**config.mk**
```make
export PLATFORM = sky130hd
export DESIGN_NAME = alu_uart_sequencer
export DESIGN_NICKNAME = d
export VERILOG_FILES = /design/src/rtl/alu_uart_sequencer.sv
export SDC_FILE = /design/constraint.sdc
export NUM_CORES = 1
export LEC_CHECK = 0
export BUFFER_PORTS_ARGS = -buffer_cell sky130_fd_sc_hd__buf_2
export CORE_ASPECT_RATIO = 1.25
export CORE_MARGIN = 1
export CORE_UTILIZATION = 25
export CTS_BUF_LIST = sky130_fd_sc_hd__clkbuf_4
export CTS_CLUSTER_SIZE = 8
export DETAILED_ROUTE_END_ITERATION = 10
export PLACE_DENSITY_LB_ADDON = 0.12
export SKIP_CTS_REPAIR_TIMING = 1
export SYNTH_ARGS = -nofsm -noshare
export SYNTH_HDL_FRONTEND = slang
export SYNTH_SLANG_ARGS = --single-unit
```
**constraint.sdc**
```tcl
create_clock -name i_clk -period 2.5 [get_ports i_clk]
set_input_delay 0.5 -clock i_clk [delete_from_list [all_inputs] [get_ports i_clk]]
set_output_delay 0.5 -clock i_clk [all_outputs]
set_load 0.05 [all_outputs]
```
**src/rtl/alu_uart_sequencer.sv**
```systemverilog
// alu_uart_sequencer: frames three UART bytes (operand A, operand B, opcode)
// onto the ALU, then returns the ALU result through the UART transmitter.
// An inter-byte timeout abandons incomplete frames.
//
// Optional feature macro: ALU_SEQ_STATUS_BYTE_EN. When it is defined, a status
// byte {0.., err, carry, neg, zero} follows every result byte.
//
// Handshake semantics: every interface here uses one-cycle strobes with no
// back-pressure. i_rx_done qualifies i_rx_data for exactly one cycle.
// o_tx_start is high for exactly one cycle, and o_tx_data holds its value from
// that cycle until i_tx_done is seen. i_tx_done is honoured only while a byte
// is in flight (WAIT_TX or STAT_WAIT). Bytes that arrive while a frame is
// executing or transmitting are dropped silently.
module alu_uart_sequencer #(
  parameter int                   NB_DATA  = 8,
  parameter int                   NB_OP    = 6,
  parameter int                   TIMEOUT  = 1000000,
  parameter logic [NB_DATA-1:0]   ERR_BYTE = 8'hEE
) (
  input  logic               i_clk,
  input  logic               i_reset,
  input  logic               i_rx_done,
  input  logic [NB_DATA-1:0] i_rx_data,
  input  logic               i_tx_done,
  input  logic [NB_DATA-1:0] i_alu_result,
  input  logic               i_alu_carry,
  output logic [NB_DATA-1:0] o_op_a,
  output logic [NB_DATA-1:0] o_op_b,
  output logic [NB_OP-1:0]   o_opcode,
  output logic               o_tx_start,
  output logic [NB_DATA-1:0] o_tx_data,
  output logic               o_busy,
  output logic               o_error
);

  localparam int NB_CNT = $clog2(TIMEOUT);
  localparam logic [NB_CNT-1:0] CNT_LAST = NB_CNT'(TIMEOUT - 1);

  localparam logic [NB_OP-1:0] OP_ADD = NB_OP'(6'b100000);
  localparam logic [NB_OP-1:0] OP_SUB = NB_OP'(6'b100010);
  localparam logic [NB_OP-1:0] OP_AND = NB_OP'(6'b100100);
  localparam logic [NB_OP-1:0] OP_OR  = NB_OP'(6'b100101);
  localparam logic [NB_OP-1:0] OP_XOR = NB_OP'(6'b100110);
  localparam logic [NB_OP-1:0] OP_NOR = NB_OP'(6'b100111);
  localparam logic [NB_OP-1:0] OP_SRA = NB_OP'(6'b000011);
  localparam logic [NB_OP-1:0] OP_SRL = NB_OP'(6'b000010);

  // The STAT_* states are reachable only when the status byte is enabled.
  typedef enum logic [2:0] {
    GET_A     = 3'd0,
    GET_B     = 3'd1,
    GET_OP    = 3'd2,
    EXEC      = 3'd3,
    WAIT_TX   = 3'd4,
    STAT_SEND = 3'd5,
    STAT_WAIT = 3'd6
  } state_t;

  state_t             state_q,    state_d;
  logic [NB_CNT-1:0]  cnt_q,      cnt_d;
  logic [NB_DATA-1:0] op_a_q,     op_a_d;
  logic [NB_DATA-1:0] op_b_q,     op_b_d;
  logic [NB_OP-1:0]   opcode_q,   opcode_d;
  logic               tx_start_q, tx_start_d;
  logic [NB_DATA-1:0] tx_data_q,  tx_data_d;
  logic               error_q,    error_d;
  // Status flags {err, carry, neg, zero}, captured in EXEC.
  logic [3:0]         status_q,   status_d;
  logic               op_valid;

  function automatic logic is_valid_op(input logic [NB_OP-1:0] op);
    case (op)
      OP_ADD, OP_SUB, OP_AND, OP_OR,
      OP_XOR, OP_NOR, OP_SRA, OP_SRL: is_valid_op = 1'b1;
      default:                        is_valid_op = 1'b0;
    endcase
  endfunction

  assign op_valid = is_valid_op(opcode_q);

  // Register all state and outputs; reset clears everything and abandons any frame.
  always_ff @(posedge i_clk) begin
    if (i_reset) begin
      state_q    <= GET_A;
      cnt_q      <= '0;
      op_a_q     <= '0;
      op_b_q     <= '0;
      opcode_q   <= '0;
      tx_start_q <= 1'b0;
      tx_data_q  <= '0;
      error_q    <= 1'b0;
      status_q   <= '0;
    end else begin
      state_q    <= state_d;
      cnt_q      <= cnt_d;
      op_a_q     <= op_a_d;
      op_b_q     <= op_b_d;
      opcode_q   <= opcode_d;
      tx_start_q <= tx_start_d;
      tx_data_q  <= tx_data_d;
      error_q    <= error_d;
      status_q   <= status_d;
    end
  end

  // Next-state logic: byte collection, inter-byte timeout, execute and transmit.
  always_comb begin
    state_d    = state_q;
    cnt_d      = cnt_q;
    op_a_d     = op_a_q;
    op_b_d     = op_b_q;
    opcode_d   = opcode_q;
    tx_start_d = 1'b0;
    tx_data_d  = tx_data_q;
    error_d    = 1'b0;
    status_d   = status_q;

    case (state_q)
      GET_A: begin
        cnt_d = '0;
        if (i_rx_done) begin
          op_a_d  = i_rx_data;
          state_d = GET_B;
        end
      end

      GET_B: begin
        if (i_rx_done) begin
          op_b_d  = i_rx_data;
          cnt_d   = '0;
          state_d = GET_OP;
        end else if (cnt_q == CNT_LAST) begin
          error_d = 1'b1;
          cnt_d   = '0;
          state_d = GET_A;
        end else begin
          cnt_d = cnt_q + 1'b1;
        end
      end

      GET_OP: begin
        if (i_rx_done) begin
          opcode_d = i_rx_data[NB_OP-1:0];
          cnt_d    = '0;
          state_d  = EXEC;
        end else if (cnt_q == CNT_LAST) begin
          error_d = 1'b1;
          cnt_d   = '0;
          state_d = GET_A;
        end else begin
          cnt_d = cnt_q + 1'b1;
        end
      end

      EXEC: begin
        tx_start_d = 1'b1;
        if (op_valid) begin
          tx_data_d = i_alu_result;
        end else begin
          tx_data_d = ERR_BYTE;
          error_d   = 1'b1;
        end
        status_d = {~op_valid, i_alu_carry, i_alu_result[NB_DATA-1],
                    (i_alu_result == '0)};
        state_d  = WAIT_TX;
      end

      WAIT_TX: begin
        if (i_tx_done) begin
`ifdef ALU_SEQ_STATUS_BYTE_EN
          state_d = STAT_SEND;
`else
          state_d = GET_A;
`endif
        end
      end

`ifdef ALU_SEQ_STATUS_BYTE_EN
      STAT_SEND: begin
        tx_start_d = 1'b1;
        tx_data_d  = {{(NB_DATA-4){1'b0}}, status_q};
        state_d    = STAT_WAIT;
      end

      STAT_WAIT: begin
        if (i_tx_done) begin
          state_d = GET_A;
        end
      end
`endif

      default: begin
        state_d = GET_A;
      end
    endcase
  end

  assign o_op_a     = op_a_q;
  assign o_op_b     = op_b_q;
  assign o_opcode   = opcode_q;
  assign o_tx_start = tx_start_q;
  assign o_tx_data  = tx_data_q;
  assign o_error    = error_q;
  assign o_busy     = (state_q != GET_A);

endmodule

```
After elaboration in Yosys (flattened, before gate mapping) --
Index checks and enable logic that the tools add are counted. W data, S select, Z words.
Operators by class: bitwise gates (word level) 0, equal/unequal tests 15, divide/modulo/power cells 0, magnitude comparators 0, shifts and indexed selects 0, $mul 0, multiplexer cells 16, $add $sub $neg 1, reduce and logical (&&, ||, !) cells 9
Operators with widths (number):
- $mux W20 | 2
- $pmux W20 S2 | 1
- $eq A6 B6 Y1 const B | 6
- $add A20 B1 Y20 const B | 1
- $eq A20 B20 Y1 const B | 1
- $mux W3 | 5
- $pmux W3 S5 | 1
- $eq A6 B2 Y1 const B | 2
- $mux W8 | 1
- $reduce_and A2 Y1 | 4
- $reduce_or A8 Y1 | 1
- $eq A3 B2 Y1 const B | 2
- $mux W1 | 5
- $ne A2 B2 Y1 const B | 2
- $eq A3 B1 Y1 const B | 1
- $eq A3 B3 Y1 const B | 1
- $logic_not A3 Y1 | 1
- $reduce_bool A3 Y1 | 1
- $pmux W1 S2 | 1
- $reduce_bool A2 Y1 | 1
- $reduce_or A2 Y1 | 1
Storage, ports and cells: ROM bits 0, word-level logic and storage cells 49, register bits after elaboration 55, bits of input ports 21, memories kept 0, output and inout bits 33, bits in latches 0, memory bits (writable) 0

Logic depth before layout (Yosys ltp) --
Gate-level depths: netlist of run 1.
word-level depth 5, depth in mapped cells 8, depth with buffers taken out 6

Worst setup path after synthesis of run 1 --
OpenSTA, ideal clock, no wires.
kind reg2reg, start point register cnt_q[0], end point register cnt_q[12], buffers on the path 2, data required time 2.383 ns, path slack 0.675 ns, period minus slack after synthesis 1.825 ns, cell stages (with the launch flop) 8, setup time 0.117 ns, arrival 1.708 ns, cells stage by stage dfxtp_1 -> ha_1 -> nand4_2 -> nor4_4 -> a21oi_2 -> buf_4 -> buf_6 -> a22o_1
Between the ends: cells in the longest elaborated chain, start to end 4, elaborated cells on any way between the ends 5, those cells by class add/sub (1); eq/ne (1); mux (3)
Ends and longest elaborated chain:
- start: declaration | line 60 | logic [NB_CNT-1:0] cnt_q, cnt_d;
- start signal: assignment | line 95 | cnt_q <= cnt_d;
- $add A20 B1 Y20 or $eq A20 B20 Y1 (tied branches)
- $mux W20 * | line 132, 146
- $mux W20 * | line 128 | if (i_rx_done) begin
- $pmux W20 S2 * | line 118 | case (state_q)
Mark *: on every way between the ends. The rest lies on a longest branch, timed or not. A chain may end at the register's enable or synchronous reset.

Final worst setup path of run 1 --
start point register cnt_q[0], end point register cnt_q[14]
Same word-level chain as after synthesis.

==> impl_summary.txt, run 1 <==
----------------------------------------------------
[Route]
  Total iterations of the first detailed-routing run ... 6
  Total number of vias ... 2131
  Starting DRC count in detailed routing ... 70
  Mean routed wirelength per cell ... roughly 14 µm
  Remaining number of nets flagged by the antenna check after routing ... 0
  Via/cell ratio ... 4.68
  Final WL ... a little over 6000 µm
  DRC errors left ... 0

[Worst setup path]
  CP Data Required Time ... between 2 and 3 ns
  Critical Path Max Stage Delay ... roughly 0.70 ns
  Cell breakdown of the critical path ... ha_1 > nand4_2 > nor4_4 > a21oi_2 > o21ai_0 > a31oi_1
  Type of element capturing the critical path ... flip-flop
  Critical R2R Launch ... cnt_q[0]
  Worst Path Arrival ... between 2 and 2.5 ns
  Critical Path Source Type ... flip-flop
  Kind of critical path ... flip-flop to flip-flop
  Worst-path fanout max ... 20
  R2R Path End ... cnt_q[14]
  Setup slack on the worst flop-to-flop path ... about 0.37 ns
  Highest-delay cell along the critical path ... a21oi_2
  Cell count of the worst reg-to-reg path ... 6

[Synth]
  Fraction of synthesized cell area in xor and xnor cells ... 0.0323
  Adder and majority gate portion of the synthesized area ... 0.00512
  Net count of the mapped netlist ... roughly 300
  Async set-or-reset flop fraction in the synthesized netlist ... 0
  Most frequently used flop master after synthesis ... dfxtp_1
  Area of the mapped netlist ... approximately 2400 µm²
  Yosys warning count ... 0
  Post-synth EDFFs ... 0
  Sequential share of the synthesized area ... 0.451
  Number of library cell types mapped by synthesis ... 47
  Simple-Gate Fraction of Synth Area ... 0.278
  Post-synthesis average cell area ... about 8.7 µm²
  Post-synthesis compound-gate area fraction ... 0.134
  Count of mapped cells out of synthesis ... between 200 and 300
  Synthesized flop and latch total ... 55
  Share of synthesized area spent on multiplexers ... 0.0614
  Largest family of logic cells by synthesized area ... simple AND/OR/NAND/NOR gates

[Power]
  Leak Pwr ... around 1.1 nW
  Total chip power ... around 1.6 mW
  Peak supply drop ... between 0.2 and 0.3 mV
  Power density over cell area ... roughly 560 nW/µm²

[Finish]
  Most frequent standard cell in the layout excluding fill and tap cells ... dfxtp_1
  Synth-to-Final Area Change ... 18.5%
  Final Net Count ... between 300 and 400
  Antenna Diode Count ... 0
  Layout cell share with drive strength beyond 1 ... 0.213
  Most used cells in the layout excluding fill and tap cells ... dfxtp_1, buf_2, nor2_1, nand2_1, a21oi_1
  Number of filler cells placed in the layout ... between 1k and 1.5k

[Status]
  Status ... complete, no violations

[STA]
  Final setup viols ... 0
  Max-slew violation count ... 0
  Final count of hold timing violations ... 0
  Slew Limit Headroom ... 0.421
  Upper clock frequency limit ... 470 MHz
  Final critical-path share of the clock period ... 0.850
  Layout Skew ... 0.00871 ns
  Time the final worst path needs with I/O delays and setup ... roughly 2.1 ns
  Setup Total Neg Slack ... 0 ns
  Slew of the pin with the lowest slew margin ... slightly below 0.9 ns
  Setup repair after global routing missed its margin ... false

[Clocking]
  Cell at the root of the clock tree ... clkbuf_4
  Cts bufs inserted ... 5
  Clock edge transition at the registers on the reported setup and hold paths ... between 0.15 and 0.2 ns
  H-tree levels ... 2
  Worst-skew pair later-pin latency ... 0.39 ns
  CTS sink count ... 55
  Largest buffer count on any clock path ... 2
  TritonCTS clock tree ... done

[Hold path]
  Hold wc startpoint ... i_rx_data[7]
  Worst min-delay path category ... input pin to flip-flop
  Worst hold endpoint ... o_op_a[7]
  Worst Hold Depth ... 3

[Floorplanning]
  Initial standard-cell utilization of the core ... 0.256
  Row count ... 40
  Area inside the core boundary ... 9560 µm²
  Die height ... between 100 and 150 µm
  Number of placed I/O pins ... 54
  Die width ... roughly 90 µm
  Die area ... 10200 µm²

[Place]
  Buffers on Ports ... 52
  Placer congestion estimate ... 0.709
  Placed wire-length estimate after detailed placement ... between 4000 and 5000 µm

[GRT]
  Wire length of the first global-routing pass ... a little over 10000 µm
  Vias in the first global route ... ~2.1k
  Maximum number of pins on one net before global-route repair ... 46
  Total congestion overflow after global routing ... 0
  All-layer global routing usage ... 0.127
  Antenna violations before repair ... 0

[Job]
  Count of maximum capacitance violations ... 0

----------------------------------------------------
-- metrics by stage --
step	hold slack, ns	utilization	instances	instance area [µm²]	setup WS (ns)
floorplan	0.444	-	280	2440	0.675
CTS	0.309	0.303	455	2900	0.330
detailed placement	0.446	0.295	447	2820	0.170
global placement	0.440	0.295	447	2820	0.196
finish	0.337	0.303	455	2900	0.374
global route	0.313	0.303	455	2900	0.132
-- cell usage after synthesis (3+ instances only) --
library cell | n | share of area
and2_1 | 4 | 0.010
nor3_1 | 14 | 0.029
and3_1 | 5 | 0.013
nand4_1 | 4 | 0.010
a21oi_1 | 20 | 0.041
o21ai_0 | 7 | 0.014
nand3b_1 | 5 | 0.015
nand2_1 | 26 | 0.040
mux2i_1 | 15 | 0.061
clkbuf_1 | 10 | 0.015
xnor2_1 | 4 | 0.014
buf_2 | 3 | 0.0061
nand4b_1 | 4 | 0.014
and4_1 | 4 | 0.014
dfxtp_1 | 55 | 0.45
nand2b_1 | 3 | 0.0077
nand3_1 | 11 | 0.023
inv_1 | 4 | 0.0061
xor2_1 | 5 | 0.018
nor2_1 | 36 | 0.055
a31oi_1 | 9 | 0.023
a22o_1 | 4 | 0.014
-- worst max-delay path by stage --
| stage | end | start | cells past startpoint |
|---|---|---|---|
| after global placement | cnt_q[14] | i_rx_done | 5 |
| after global routing | cnt_q[6] | cnt_q[0] | 6 |
| after CTS | cnt_q[14] | cnt_q[0] | 6 |
| after detailed placement | cnt_q[14] | i_rx_done | 5 |
| final | cnt_q[14] | cnt_q[0] | 6 |
| after floorplan | cnt_q[12] | cnt_q[0] | 7 |
-- where the power goes --
part	switching, mW	total (mW)	internal (mW)
registers	0.0109	0.909	0.898
logic	0.152	0.212	0.0599
clock network	0.289	0.496	0.206
total	0.452	1.62	1.16
-- registers in the layout (all words and copies together), names as in the netlist --
signal      flops
o_op_a          8
o_op_b          8
o_error         1
o_tx_start      1
cnt_q          20
state_q         3
o_tx_data       8
o_opcode        6
-- cell type report --
class / count / area, µm² / area share
Clock buffer: 5 / 37.5 / 0.0130
Clock inverter: 3 / 38.8 / 0.0134
Inverter: 4 / 15.0 / 0.00518
Multi-Input combinational cell: 205 / 1250 / 0.431
Sequential cell: 55 / 1100 / 0.380
Tap cell: 126 / 158 / 0.0544
Timing Repair Buffer: 57 / 298 / 0.103
-- routing by layer --
metal  GRT usage  up-vias  wire (µm)
li1            -     1095          -
met1       0.150      993       2830
met2       0.224       38       3030
met3      0.0285        5        234
met4      0.0484        0         83
met5           0        -          0
-- worst max-delay path, delay by kind of cell, from the launching register on --
| kind | cells | cell delay [ns] |
|---|---|---|
| AO/OA/AOI/OAI | 3 | 1.11 |
| adder cells (fa/ha/maj) | 1 | 0.27 |
| AND/OR/NAND/NOR | 2 | 0.29 |
| flip-flops | 1 | 0.38 |
-- logic make-up after synthesis --
group,after synthesis
compound gates,52
xor+xnor,9
fa+ha+maj,1
buf+inv,20
flops,55
mux,15
simple gates,128
(Power assumes the default switching activity.)
==> inputs of run 2 (changes only) <==
--- a/config.mk
+++ b/config.mk
@@ -5,6 +5,7 @@
 export SDC_FILE = /design/constraint.sdc
 export NUM_CORES = 1
 export LEC_CHECK = 0
+export ABC_AREA = 1
 export BUFFER_PORTS_ARGS = -buffer_cell sky130_fd_sc_hd__buf_2
 export CORE_ASPECT_RATIO = 1.25
 export CORE_MARGIN = 1
==> impl_summary.txt, run 2 <==
----------------------------------------------------
[Finish]
  Number of filler cells placed in the layout ... between 1k and 1.5k
  Largest register FFs ... 20
  Final Net Count ... between 400 and 500
  Register with the most flip-flops ... cnt_q
  Most used cells in the layout excluding fill and tap cells ... nor2_1, dfxtp_1, nand2_1, buf_2, inv_1
  Post-Route Utilization ... 0.315
  Final Instance Count excl. Fillers ... between 500 and 600
  Layout cell share with drive strength beyond 1 ... 0.195
  Antenna Diode Count ... 0
  Synth-to-Final Area Change ... 20.6%
  Most frequent standard cell in the layout excluding fill and tap cells ... nor2_1

[Worst setup path]
  Cell count of the worst reg-to-reg path ... 8
  End point of the critical path ... o_busy
  Worst-path fanout max ... 11
  Type of element capturing the critical path ... output port
  Critical Path Source Type ... flip-flop
  CP Data Required Time ... approximately 2 ns
  Setup slack on the worst flop-to-flop path ... 0.89 ns
  Worst setup startpoint ... state_q[1]
  Critical R2R Launch ... cnt_q[0]
  Worst Path Arrival ... 1.56 ns
  Kind of critical path ... flip-flop to output port
  R2R Path End ... cnt_q[11]

[GRT]
  Maximum number of pins on one net before global-route repair ... 18
  Wire length of the first global-routing pass ... 9950 µm
  Total congestion overflow after global routing ... 0
  Antenna violations before repair ... 0
  Vias in the first global route ... 2123
  All-layer global routing usage ... 0.121

[Route]
  Met3 Routed Length ... roughly 210 µm
  Top layer used by detailed routing ... met4
  Total iterations of the first detailed-routing run ... 4
  Final WL ... slightly below 6000 µm
  Met1 Wirelength ... around 2500 µm
  Starting DRC count in detailed routing ... 85
  Mean routed wirelength per cell ... 11.6 µm
  Met2 WL ... 3170 µm
  Remaining number of nets flagged by the antenna check after routing ... 0
  Total number of vias ... around 2.3k
  DRC errors left ... 0
  Via/cell ratio ... around 4.4

[STA]
  Setup repair after global routing missed its margin ... false
  Slew of the pin with the lowest slew margin ... just under 0.5 ns
  Slew Limit Headroom ... 0.669
  Setup Total Neg Slack ... 0 ns
  Time the final worst path needs with I/O delays and setup ... around 2.1 ns
  Final critical-path share of the clock period ... 0.824
  Setup slack of the critical path after layout ... between 0.4 and 0.5 ns
  Upper clock frequency limit ... 485 MHz
  Final setup viols ... 0
  Final count of hold timing violations ... 0
  Layout Skew ... roughly 0.010 ns
  Max-slew violation count ... 0

[Place]
  Placed Cells incl. Taps ... 505
  Buffers on Ports ... 52
  Placer congestion estimate ... 0.744
  Worst slack at placement ... between 0.6 and 0.7 ns
  Placed wire-length estimate after detailed placement ... between 4000 and 5000 µm

[Synth]
  Async set-or-reset flop fraction in the synthesized netlist ... 0
  Top area cells in the synthesized netlist ... dfxtp_1, nor2_1, nand2_1
  Most frequently used flop master after synthesis ... dfxtp_1
  Leading cell type by number of instances after synthesis ... nor2_1
  Number of library cell types mapped by synthesis ... 25
  Share of Yosys cell area claimed by the top area cell type ... 0.455
  Yosys warning count ... 0
  Post-synth EDFFs ... 0
  Count of mapped cells out of synthesis ... ~340
  Sequential share of the synthesized area ... 0.455
  Dominant cell type by area after synthesis ... dfxtp_1
  Area of the mapped netlist ... about 2400 µm²
  Post-synthesis average cell area ... 7.22 µm²
  Most instantiated cells after synthesis ... nor2_1, dfxtp_1, nand2_1
  Net count of the mapped netlist ... about 360
  Synthesized flop and latch total ... 55

[Clocking]
  TritonCTS clock tree ... done
  Cell at the root of the clock tree ... clkbuf_4
  Largest buffer count on any clock path ... 2
  Worst-skew pair later-pin latency ... ~0.37 ns
  Cts bufs inserted ... 5
  Clock edge transition at the registers on the reported setup and hold paths ... ~0.17 ns
  CTS sink count ... between 50 and 60
  H-tree levels ... 2

[Job]
  Count of maximum capacitance violations ... 0

[Power]
  Peak supply drop ... 0.263 mV
  Total chip power ... around 1.8 mW
  Leak Pwr ... between 1 and 1.5 nW
  Power density over cell area ... about 610 nW/µm²

[Floorplanning]
  Initial standard-cell utilization of the core ... 0.261
  Number of placed I/O pins ... 54
  Area inside the core boundary ... approximately 9000 µm²
  Row count ... 39
  Die height ... approximately 110 µm
  Die width ... between 80 and 90 µm
  Die area ... ~10000 µm²

[Hold path]
  Worst min-delay path category ... input pin to flip-flop

[Status]
  Status ... complete, no violations

----------------------------------------------------
## run 2: cell count changes after synthesis, sizes merged, moves of 6 or more
cell    delta
clkbuf     -6
o21ai     +19
nand3     +16
nand2     +29
nor2      +39
a31oi      -8
inv       +31
mux2i     -14
## run 2: per-stage QoR
stage / instance area (µm²) / hold slack [ns]
floorplan: 2420 / 0.467
CTS: 2920 / 0.320
detailed placement: 2810 / 0.456
global route: 2920 / 0.320
finish: 2920 / 0.336
global placement: 2810 / 0.447
## run 2: area by class of cell
cell class | count | area [µm²] | area share
tap | 123 | 154 | 0.0527
clock buffer | 5 | 37.5 | 0.0129
inverter | 35 | 134 | 0.0459
clock inverter | 3 | 67.6 | 0.0232
multi-input combinational | 238 | 1150 | 0.394
sequential | 55 | 1100 | 0.377
timing repair buffer | 54 | 275 | 0.0943
## run 2: how the worst min path moves through the flow
stage / cells after the start / to / from
after floorplan: 2 / cnt_q[18] / cnt_q[18]
after global placement: 2 / o_op_a[4] / o_op_a[4]
after detailed placement: 2 / o_op_a[0] / o_op_a[0]
after CTS: 3 / o_tx_data[3] / i_alu_result[3]
after global routing: 3 / o_tx_data[5] / i_alu_result[5]
final: 3 / o_tx_data[3] / i_alu_result[3]
## run 2: worst max-delay path: stages, from the launching register on
cell and delay, ns:
dfxtp_1 0.45, inv_2 0.08, nand2_1 0.09, nor2_1 0.04, buf_4 0.18, inv_1 0.08
buf_2 0.27
## run 2: kinds of logic after synthesis
| kind of cell | synth area share |
|---|---|
| compound gates | 0.103 |
| xor+xnor | 0.0471 |
| fa+ha+maj | 0.00517 |
| buf+inv | 0.0703 |
| flops | 0.455 |
| mux | 0.00414 |
| simple gates | 0.315 |
## run 2: power breakdown
part	total, mW	internal, mW	switching [mW]
sequential	0.923	0.907	0.0161
combinational	0.270	0.0650	0.205
clock	0.599	0.311	0.288
## run 2: routing by layer
metal  vias up  global-route usage
li1       1189                   -
met1      1022               0.137
met2        37               0.228
met3         4              0.0246
met4         0              0.0355
met5         -                   0
==> inputs of run 3 (changes only) <==
==> constraint.sdc (replaced) <==
create_clock -name i_clk -period 1.95 [get_ports i_clk]
set_input_delay 0.39 -clock i_clk [delete_from_list [all_inputs] [get_ports i_clk]]
set_output_delay 0.39 -clock i_clk [all_outputs]
set_load 0.05 [all_outputs]
==> impl_summary.txt, run 3 (same netlist as run 2, synthesis figures left out) <==
----------------------------------------------------
[Hold path]
  Worst Hold Depth ... 3
  Worst min-delay path category ... input pin to flip-flop
  Worst hold endpoint ... o_tx_data[1]
  Hold wc startpoint ... i_alu_result[1]

[STA]
  Setup Total Neg Slack ... 0 ns
  Final setup viols ... 0
  Slew Limit Headroom ... 0.740
  Max-slew violation count ... 0
  Final count of hold timing violations ... 0
  Time the final worst path needs with I/O delays and setup ... ~1.8 ns
  Layout Skew ... about 0.022 ns
  Setup repair after global routing missed its margin ... false
  Slew of the pin with the lowest slew margin ... 0.389 ns
  Final critical-path share of the clock period ... 0.905
  Upper clock frequency limit ... approximately 570 MHz

[Power]
  Power density over cell area ... between 700 and 800 nW/µm²
  Peak supply drop ... 0.285 mV
  Leak Pwr ... ~1.2 nW
  Total chip power ... a little over 2 mW

[Floorplanning]
  Initial standard-cell utilization of the core ... 0.261
  Area inside the core boundary ... ~9000 µm²
  Row count ... 39
  Die area ... 10100 µm²
  Die height ... 112 µm
  Die width ... 90.0 µm
  Number of placed I/O pins ... 54

[Worst setup path]
  Critical Path Max Stage Delay ... ~0.45 ns
  Highest-delay cell along the critical path ... dfxtp_1
  Cell count of the worst reg-to-reg path ... 8
  Cell breakdown of the critical path ... inv_2 > nand2_1 > nor2_1 > inv_1 > buf_2
  Worst Path Arrival ... ~1.4 ns
  Worst-path fanout max ... 5
  Critical Path Source Type ... flip-flop
  Kind of critical path ... flip-flop to output port
  CP Data Required Time ... 1.56 ns
  Critical R2R Launch ... cnt_q[1]
  Type of element capturing the critical path ... output port
  R2R Path End ... cnt_q[5]
  Setup slack on the worst flop-to-flop path ... around 0.35 ns

[Finish]
  Most used cells in the layout excluding fill and tap cells ... nor2_1, dfxtp_1, nand2_1, buf_2, inv_1
  Synth-to-Final Area Change ... 19.5%
  Layout cell share with drive strength beyond 1 ... 0.201
  Design area ... slightly below 3000 µm²
  Number of filler cells placed in the layout ... 1055
  Register with the most flip-flops ... cnt_q
  Antenna Diode Count ... 0
  Final Instance Count excl. Fillers ... 516
  Final Net Count ... between 400 and 500
  Largest register FFs ... 20
  Most frequent standard cell in the layout excluding fill and tap cells ... nor2_1

[Clocking]
  TritonCTS clock tree ... done
  Clock edge transition at the registers on the reported setup and hold paths ... roughly 0.16 ns
  Worst-skew pair later-pin latency ... approximately 0.38 ns
  Cts bufs inserted ... 5
  CTS sink count ... 55
  H-tree levels ... 2
  Cell at the root of the clock tree ... clkbuf_4
  Largest buffer count on any clock path ... 2

[Route]
  Via/cell ratio ... 4.32
  Starting DRC count in detailed routing ... between 90 and 100
  Mean routed wirelength per cell ... 11.9 µm
  Remaining number of nets flagged by the antenna check after routing ... 0
  Total iterations of the first detailed-routing run ... 4
  DRC errors left ... 0
  Final WL ... slightly above 6000 µm
  Total number of vias ... approximately 2.2k

[Place]
  Placed wire-length estimate after detailed placement ... 4680 µm
  Placed Cells incl. Taps ... slightly above 500
  Post-DP Area ... approximately 2800 µm²
  Placer congestion estimate ... 0.734
  Buffers on Ports ... 52

[GRT]
  Maximum number of pins on one net before global-route repair ... 23
  Total congestion overflow after global routing ... 0
  Antenna violations before repair ... 0
  Vias in the first global route ... between 2k and 2.5k
  All-layer global routing usage ... 0.125
  Wire length of the first global-routing pass ... 10300 µm

[Status]
  Status ... complete, no violations

[Job]
  Count of maximum capacitance violations ... 0

----------------------------------------------------
==> run 3: critical path: cells and delay by family (launching register included) <==
| family | cells | cell delay (ns) |
|---|---|---|
| buffers and inverters | 3 | 0.41 |
| flip-flops | 1 | 0.45 |
| AND/OR/NAND/NOR | 2 | 0.15 |
==> run 3: how the worst max path moves through the flow <==
stage,startpoint,end,slack [ns],depth (start not counted)
after global placement,cnt_q[0],cnt_q[12],0.34,9
after floorplan,state_q[1],o_busy,0.51,5
after global routing,state_q[0],o_busy,0.04,5
after CTS,state_q[0],o_busy,0.13,5
after detailed placement,cnt_q[1],cnt_q[12],0.34,9
final,state_q[1],o_busy,0.18,5
==> run 3: layout make-up <==
type | instances | area, µm² | area share
tap | 123 | 154 | 0.0532
sequential | 55 | 1100 | 0.381
clock inverter | 2 | 12.5 | 0.00433
inverter | 35 | 134 | 0.0463
timing repair buffer | 57 | 298 | 0.103
clock buffer | 6 | 45.0 | 0.0156
multi-input combinational | 238 | 1150 | 0.397
==> run 3: per-stage QoR <==
stage	hold slack, ns	utilization	setup slack [ns]
3_5_place_dp	0.454	0.306	0.342
5_1_grt	0.198	0.312	0.0410
2_1_floorplan	0.459	-	0.507
6_report	0.223	0.312	0.185
4_1_cts	0.204	0.312	0.132
3_3_place_gp	0.446	0.306	0.343
==> run 3: power by group <==
group	switching [mW]	internal (mW)	total [mW]
sequential	0.0203	1.16	1.18
combinational	0.264	0.0873	0.351
clock	0.368	0.154	0.523
==> run 3: layer usage <==
layer	global-route usage	vias to the layer above	wire, µm
met5	0	-	0
met4	0.0452	0	79
met3	0.0273	6	200
met2	0.232	32	3210
met1	0.140	1008	2660
li1	-	1185	-
